### src/rtl/dispatch_rob_alloc.sv
// Two-wide dispatch stage feeding the ROB and issue queue through a one-pair skid register.
// Optional stall counters are enabled by defining DISP_PERF_CNT_EN.
module dispatch_rob_alloc #(
  parameter int DATA_WIDTH  = 124,
  parameter int DEPTH       = 64,
  parameter int INDEX_WIDTH = 7
) (
  input  logic                   clock,
  input  logic                   reset,
  input  logic                   rn2disp_valid0,
  input  logic                   rn2disp_valid1,
  input  logic [DATA_WIDTH-1:0]  rn2disp_data0,
  input  logic [DATA_WIDTH-1:0]  rn2disp_data1,
  output logic                   disp2rn_ready,
  input  logic [INDEX_WIDTH-1:0] rob2disp_instr_cnt,
  input  logic [INDEX_WIDTH-1:0] rob2disp_instr_id,
  input  logic                   rob_is_idle,
  input  logic                   flush_valid,
  output logic                   disp2rob_wr_en0,
  output logic                   disp2rob_wr_en1,
  output logic [DATA_WIDTH-1:0]  disp2rob_wr_data0,
  output logic [DATA_WIDTH-1:0]  disp2rob_wr_data1,
  output logic                   disp2isq_valid0,
  output logic                   disp2isq_valid1,
  output logic [DATA_WIDTH-1:0]  disp2isq_data0,
  output logic [DATA_WIDTH-1:0]  disp2isq_data1,
  output logic [INDEX_WIDTH-1:0] disp2isq_id0,
  output logic [INDEX_WIDTH-1:0] disp2isq_id1,
  input  logic                   isq2disp_ready
`ifdef DISP_PERF_CNT_EN
  ,
  output logic [31:0]            perf_rob_full_stall,
  output logic [31:0]            perf_isq_stall,
  output logic [31:0]            perf_flush_stall
`endif
);

  typedef enum logic [1:0] {
    ST_RUN,
    ST_FLUSH,
    ST_WAIT_IDLE
  } state_t;

  localparam logic [INDEX_WIDTH:0] DEPTH_EXT = (INDEX_WIDTH + 1)'(DEPTH);

  state_t                 r_state;
  logic                   r_buf_valid;
  logic [1:0]             r_buf_cnt;
  logic [DATA_WIDTH-1:0]  r_buf_data0;
  logic [DATA_WIDTH-1:0]  r_buf_data1;

  logic [INDEX_WIDTH:0]   w_cnt_ext;
  logic [INDEX_WIDTH:0]   w_free;
  logic [INDEX_WIDTH:0]   w_need;
  logic                   w_run;
  logic                   w_rob_full;
  logic                   w_fire;
  logic                   w_accept;
  logic                   w_pair;

  // A count above DEPTH means the ROB view is stale; treat it as no room at all.
  assign w_cnt_ext  = {1'b0, rob2disp_instr_cnt};
  assign w_free     = (w_cnt_ext > DEPTH_EXT) ? '0 : (DEPTH_EXT - w_cnt_ext);
  assign w_need     = {{(INDEX_WIDTH - 1){1'b0}}, r_buf_cnt};
  assign w_run      = (r_state == ST_RUN);
  assign w_rob_full = r_buf_valid && (w_free < w_need);
  assign w_pair     = (r_buf_cnt == 2'd2);

  assign w_fire = !reset && w_run && r_buf_valid && isq2disp_ready &&
                  !w_rob_full && !flush_valid;

  assign disp2rn_ready = w_run && !reset && !flush_valid && (!r_buf_valid || w_fire);
  assign w_accept      = disp2rn_ready && rn2disp_valid0;

  assign disp2rob_wr_en0   = w_fire;
  assign disp2rob_wr_en1   = w_fire && w_pair;
  assign disp2rob_wr_data0 = r_buf_data0;
  assign disp2rob_wr_data1 = r_buf_data1;

  assign disp2isq_valid0 = w_fire;
  assign disp2isq_valid1 = w_fire && w_pair;
  assign disp2isq_data0  = r_buf_data0;
  assign disp2isq_data1  = r_buf_data1;
  assign disp2isq_id0    = rob2disp_instr_id;
  assign disp2isq_id1    = rob2disp_instr_id + INDEX_WIDTH'(1);

  // A flush in any state restarts the FLUSH/WAIT_IDLE sequence and drops the buffer.
  always_ff @(posedge clock) begin
    if (reset) begin
      r_state     <= ST_RUN;
      r_buf_valid <= 1'b0;
      r_buf_cnt   <= 2'd1;
      r_buf_data0 <= '0;
      r_buf_data1 <= '0;
    end else if (flush_valid) begin
      r_state     <= ST_FLUSH;
      r_buf_valid <= 1'b0;
    end else begin
      case (r_state)
        ST_RUN: begin
          if (w_accept) begin
            r_buf_valid <= 1'b1;
            r_buf_cnt   <= rn2disp_valid1 ? 2'd2 : 2'd1;
            r_buf_data0 <= rn2disp_data0;
            r_buf_data1 <= rn2disp_data1;
          end else if (w_fire) begin
            r_buf_valid <= 1'b0;
          end
        end
        ST_FLUSH: begin
          r_state     <= ST_WAIT_IDLE;
          r_buf_valid <= 1'b0;
        end
        ST_WAIT_IDLE: begin
          r_buf_valid <= 1'b0;
          if (rob_is_idle) begin
            r_state <= ST_RUN;
          end
        end
        default: begin
          r_state     <= ST_RUN;
          r_buf_valid <= 1'b0;
        end
      endcase
    end
  end

`ifdef DISP_PERF_CNT_EN
  logic [31:0] r_perf_rob_full;
  logic [31:0] r_perf_isq;
  logic [31:0] r_perf_flush;

  // Saturating counters; an ISQ stall is only charged when the ROB had room.
  always_ff @(posedge clock) begin
    if (reset) begin
      r_perf_rob_full <= '0;
      r_perf_isq      <= '0;
      r_perf_flush    <= '0;
    end else begin
      if (w_rob_full && (r_perf_rob_full != '1)) begin
        r_perf_rob_full <= r_perf_rob_full + 32'd1;
      end
      if (r_buf_valid && !isq2disp_ready && !w_rob_full && (r_perf_isq != '1)) begin
        r_perf_isq <= r_perf_isq + 32'd1;
      end
      if (!w_run && (r_perf_flush != '1)) begin
        r_perf_flush <= r_perf_flush + 32'd1;
      end
    end
  end

  assign perf_rob_full_stall = r_perf_rob_full;
  assign perf_isq_stall      = r_perf_isq;
  assign perf_flush_stall    = r_perf_flush;
`endif

endmodule
### config.mk
export PLATFORM = sky130hd
export DESIGN_NAME = dispatch_rob_alloc
export DESIGN_NICKNAME = d
export VERILOG_FILES = /design/src/rtl/dispatch_rob_alloc.sv
export SDC_FILE = /design/constraint.sdc
export NUM_CORES = 1
export LEC_CHECK = 0
export ABC_AREA = 1
export CAP_MARGIN = 40
export CORE_AREA = 2 2 305 307
export CTS_CLUSTER_SIZE = 14
export DETAILED_ROUTE_END_ITERATION = 16
export DIE_AREA = 0 0 307 309
export HOLD_SLACK_MARGIN = 0.1
export SYNTH_ARGS = -nofsm -noshare
export SYNTH_HDL_FRONTEND = slang
export SYNTH_SLANG_ARGS = --single-unit
### constraint.sdc
create_clock -name clock -period 6.24 [get_ports clock]
set_input_delay 1.56 -clock clock [delete_from_list [all_inputs] [get_ports clock]]
set_output_delay 1.56 -clock clock [all_outputs]
set_load 0.005 [all_outputs]
; Word level (Yosys, flattened, before mapping)
; Index checks and enable logic that the tools add are counted.
[totals]
wordCells = 47
ff_bits = 253
inputBits = 269
out_inout_bits = 515
[op_classes]
addsub = 2
n_reduce_logical = 22
order_cmp = 2
n_eq_ne = 6
mux = 7
n_bitwise = 2
[ops]
columns = cell, n
row1 = 1-bit logical AND, 10
row2 = 8-bit by 2-bit less-than comparator with 1-bit output, 1
row3 = 8-bit two-way mux, 1
row4 = "7-bit by 7-bit subtractor with 8-bit output, first input constant", 1
row5 = "7-bit by 1-bit adder with 7-bit output, second input constant", 1
row6 = "7-bit > comparator, second input constant", 1
row7 = 2-bit one-hot mux with 3 select lines, 1
row8 = "2-bit == test, second input constant", 2
row9 = 1-bit zero test, 4
row10 = 2-bit two-way mux, 2
row11 = "2-bit != test, second input constant", 2
row12 = 2-bit AND reduction, 2
row13 = 1-bit two-way mux, 3
row14 = "3-bit != test, second input constant", 1
row15 = 3-bit AND reduction, 1
row16 = 3-bit OR reduction, 1
row17 = "2-bit by 1-bit == test with 1-bit output, second input constant", 1
row18 = 2-bit zero test, 1
row19 = 1-bit NOT, 2
row20 = 2-bit nonzero test, 1
row21 = 2-bit OR reduction, 1
row22 = 1-bit logical OR, 1

; Depth between registers and ports, before layout
[logic_depth]
word_depth = 11
ltp_mapped = 17
mapped_depth_nobuf = 15

; Worst setup path after synthesis
; Ideal clock, no wire load.
[synth_path]
path_kind = input to output
from = in rob2disp_instr_cnt[0]
to = out disp2rob_wr_en1
path_buffers = 1
t_required_ns = 4.680
slack_ns = 1.881
cell_stages = 12
arrival_time_ns = 2.799
cell_sequence = inv_1 > ha_1 > nand3_1 > a21boi_0 > ha_1 > inv_1 > nand2_1 > nor2_1 > nand2_1 > nand2_2 > nor3_1 > buf_4
[synth_via]
elab_chain_cells = 8
elab_cells_between_ends = 9
classes_between = 1 x add/sub / 2 x order compare / 1 x mux / 5 x reduce/logical
[synth_lines]
columns = element, line
row1 = start: declaration, 15  ; input logic [INDEX_WIDTH-1:0] rob2disp_instr_cnt,
row2 = 7-bit by 7-bit subtractor with 8-bit output or 7-bit > comparator (tied branches), 63  ; assign w_free = (w_cnt_ext > DEPTH_EXT) ? '0 : (DEPTH_EXT - w_cnt_ext);
row3 = 8-bit two-way mux *, 63
row4 = 8-bit by 2-bit less-than comparator with 1-bit output *, 66  ; assign w_rob_full = r_buf_valid && (w_free < w_need);
row5 = 1-bit logical AND *, 66
row6 = 1-bit zero test *, 70  ; !w_rob_full && !flush_valid;
row7 = 1-bit logical AND *, 69  ; assign w_fire = !reset && w_run && r_buf_valid && isq2disp_ready &&
row8 = 1-bit logical AND *, 70
row9 = 1-bit logical AND *, n/a
row10 = end: declaration, 20  ; output logic disp2rob_wr_en1,
; Mark *: on every way between the ends. The rest lies on a longest branch, timed or not.

; Worst setup path after layout
[layout_path]
from = in rob2disp_instr_cnt[0]
to = out disp2rn_ready
[layout_via]
elab_chain_cells = 9
elab_cells_between_ends = 10
classes_between = 1 x add/sub / 2 x order compare / 1 x mux / 6 x reduce/logical
[layout_lines]
columns = element, line
row1 = 7-bit by 7-bit subtractor with 8-bit output or 7-bit > comparator (tied branches), 63
row2 = 8-bit two-way mux *, 63
row3 = 8-bit by 2-bit less-than comparator with 1-bit output *, 66
row4 = 1-bit logical AND *, 66
row5 = 1-bit zero test *, 70
row6 = 1-bit logical AND *, 69
row7 = 1-bit logical AND *, 70
row8 = 1-bit logical OR *, 72  ; assign disp2rn_ready = w_run && !reset && !flush_valid && (!r_buf_valid || w_fire);
row9 = 1-bit logical AND *, 72
row10 = end: declaration, 14  ; output logic disp2rn_ready,
; Marked as above.

==> reports/metrics.yaml <==
status:
  outcome: "finished, final reports clean"
power_and_ir_drop:
  clockPowerShare: 0.407
  p_sw_mw: 1.09
  p_leak_nw: 9.28
  p_per_area_nw_per_um2: 207
  internal_power_mw: 3.16
  vdd_drop_max_mv: 0.192
  pwr-share-seq: 0.419
  swShare: 0.257
  p_comb_frac: 0.175
drt:
  drcViolationCount: 0
  ant_nets: 0
  wl_per_cell_um: 13.1
  drtIter0Drc: 592
  via_count: 11900
  routed_wl_mm: 47.2
  vias_per_cell: 3.29
  first_pass_iters: 4
synthesis:
  synth.most_common_cell: "nand2_1"
  yosysSeqAreaShare: 0.405
  ys_ff_latch: 253
  syn_inst: 1899
  synth_area_per_cell_um2: 6.59
  syn_nets: 2171
  yosysTopAreaCell: "dfxtp_1"
  synth_cell_type_count: 22
  synth_common_cells: "nand2_1 (511), nor2_1 (508), inv_1 (260)"
  yosys-top-cells-area: "dfxtp_1 (40%), buf_4 (15%), nand2_1 (15%)"
  yosys_warnings: 0
  synthFlopType: "dfxtp_1"
  synthesis.area_um2: 12500
  synthArstFlopShare: 0
  synth_edf_count: 0
  synth_top_area_frac: 0.405
cts:
  h-tree-depth: 1
  clk_pin_slew_ns: 0.06
  cts_tree: "done"
  numCtsBuffers: 31
  cts-root-buf: "clkbuf_16"
  cts.sinks: 253
  clockBufferDepth: 3
  holdBufCountCts: 0
  clk_latency_ns: 0.59
  postCtsResizedCells: 0
  cts_setup_buffers: 0
grt:
  grt_pass1_vias: 10900
  globalRouteOverflowTotal: 0
  antenna_found_initial: 5
  grt_pass1_wl_mm: 66.0
  grt_start_max_net_pins: 109
  grt_usage: 0.0904
layout:
  finalCoreUtilization: 0.225
  area_growth_pct: 64.6
  drive_gt1_frac: 0.0297
  finalNetCount: 2672
  fillCellCount: 10100
  finalNonFillerCells: 3610
floorplan:
  dieArea_um2: 94900
  start_util: 0.137
  fp.coreArea_um2: 91400
  die_x_um: 307
  rows: 111
  die_h_um: 309
  pin_count: 784
worst_hold_path:
  min_path_type: "flop to flop"
worst_setup_path:
  path_max_fanout: 4
  worstSetupEndpointType: "output port"
  worstPathArrival_ns: 3.91
  startpoint_type: "input pin"
  worst_path_max_delay_cell: "clkdlybuf4s50_1"
  slowest_delay_ns: 0.66
  cp_cell_sequence: "clkdlybuf4s50_1 -> inv_1 -> ha_1 -> a21boi_0 -> ha_1 -> inv_1 -> nand2_1 -> nor2_1 -> nand2_1 -> nand2_2 -> a21oi_1 -> clkdlybuf4s50_1"
  critPathKind: "input pin to output port"
  crit_required_ns: 4.68
sta:
  hold_viol_final: 0
  finalMaxSlewViolations: 0
  holdWs_ns: 0.465
  fin_crit_ns: 5.47
  setup_viol: 0
  finalCritPeriodShare: 0.876
  maxSlewHeadroom: 0.622
  rsz0062_at_grt: "false"
  worstMarginPinSlew_ns: 0.567
  fmax_mhz: 183
  tns_ns: 0
  clock_skew_ns: 0.00902
placed_design:
  placed_cells: 3553
  routabilityCongestion: 0.853
  portBuffers: 783
  hpwl_mm: 37.1
job:
  drv_cap: 0
[stage by stage]
stage,power [mW],area (µm²),setup WS [ns]
6_report,4.26,20600,0.772
5_1_grt,4.47,20600,0.573
4_1_cts,4.36,20600,0.756
3_5_place_dp,2.57,19600,0.747
3_3_place_gp,2.56,19600,0.790
2_1_floorplan,2.11,12500,1.88
[flip-flops by register name, indices dropped and copies added, names as in the netlist]
name and count:
disp2isq_data0 124, disp2isq_data1 124, r_buf_cnt 2, r_buf_valid 1
r_state 2
[final cells by class]
cell class,instances,area [µm²],area share
clock inverters,9,80.1,0.00389
inverters,261,987,0.0479
flip-flops and latches,253,5060,0.246
repair buffers,807,8080,0.392
well taps,1186,1480,0.0720
clock buffers,46,872,0.0423
multi-input cells,1046,4030,0.196
diodes,2,5.00,0.000243
[worst max-delay path: cells and delay by family]
kind / cells / cell delay, ns
buffers and inverters: 4 / 1.26
AOI/OAI and AO/OA: 2 / 0.40
and+or+nand+nor: 4 / 0.26
adders and majority gates: 2 / 0.43
[kinds of logic after synthesis]
logic type                 after synthesis  synth area share
and+or+nand+nor                       1033             0.313
xor gates and xnor gates                 5           0.00350
buffers and inverters                  600             0.274
AOI/OAI and AO/OA                        5           0.00240
DFF                                    253             0.405
adders and majority gates                3           0.00300
[cell usage in the layout, fill, tap and decap left out, types with 3 or more instances in the layout]
| cell type | Yosys | layout |
|---|---|---|
| clkbuf_1 | 27 | 11 |
| nand3_1 | 4 | 4 |
| ha_1 | 3 | 3 |
| dfxtp_1 | 253 | 253 |
| clkinv_2 | 0 | 4 |
| nor2_1 | 508 | 508 |
| xnor2_1 | 3 | 3 |
| clkbuf_16 | 0 | 31 |
| inv_1 | 260 | 260 |
| clkbuf_8 | 0 | 4 |
| clkinvlp_4 | 0 | 4 |
| clkdlybuf4s50_1 | 0 | 783 |
| nand2_1 | 511 | 511 |
| buf_12 | 0 | 5 |
| buf_4 | 257 | 19 |
| nand4_1 | 3 | 3 |
| a21oi_1 | 3 | 3 |
[worst paths after layout]
path	start	endpoint	slack (ns)	depth (start not counted)
max	rob2disp_instr_cnt[0]	disp2rn_ready	0.77	12
min	r_buf_cnt[1]	r_buf_cnt[1]	0.46	2
max reg2reg	r_buf_cnt[1]	disp2isq_data1[26]	3.82	11
min reg2reg	r_buf_cnt[1]	r_buf_cnt[1]	0.46	2
[metal layers]
| metal | part of all wire | wire (µm) | vias to the layer above | track usage |
|---|---|---|---|---|
| met3 | 0.072 | 3400 | 58 | 0.0228 |
| met1 | 0.41 | 19200 | 5181 | 0.105 |
| met4 | 0.034 | 1580 | 2 | 0.0322 |
| li1 | - | - | 6173 | - |
| met5 | 0.00028 | 13 | - | 0 |
| met2 | 0.49 | 23000 | 452 | 0.161 |
[power groups by stage]
stage                     combinational, mW  clock [mW]  sequential [mW]
final                                 0.744        1.73             1.78
after global routing                  0.817        1.86             1.79
after CTS                             0.753        1.83             1.78
after detailed placement              0.748           0             1.82
after global placement                0.743           0             1.82
after floorplan                       0.322           0             1.79
Power figures use the tool's default switching activity.
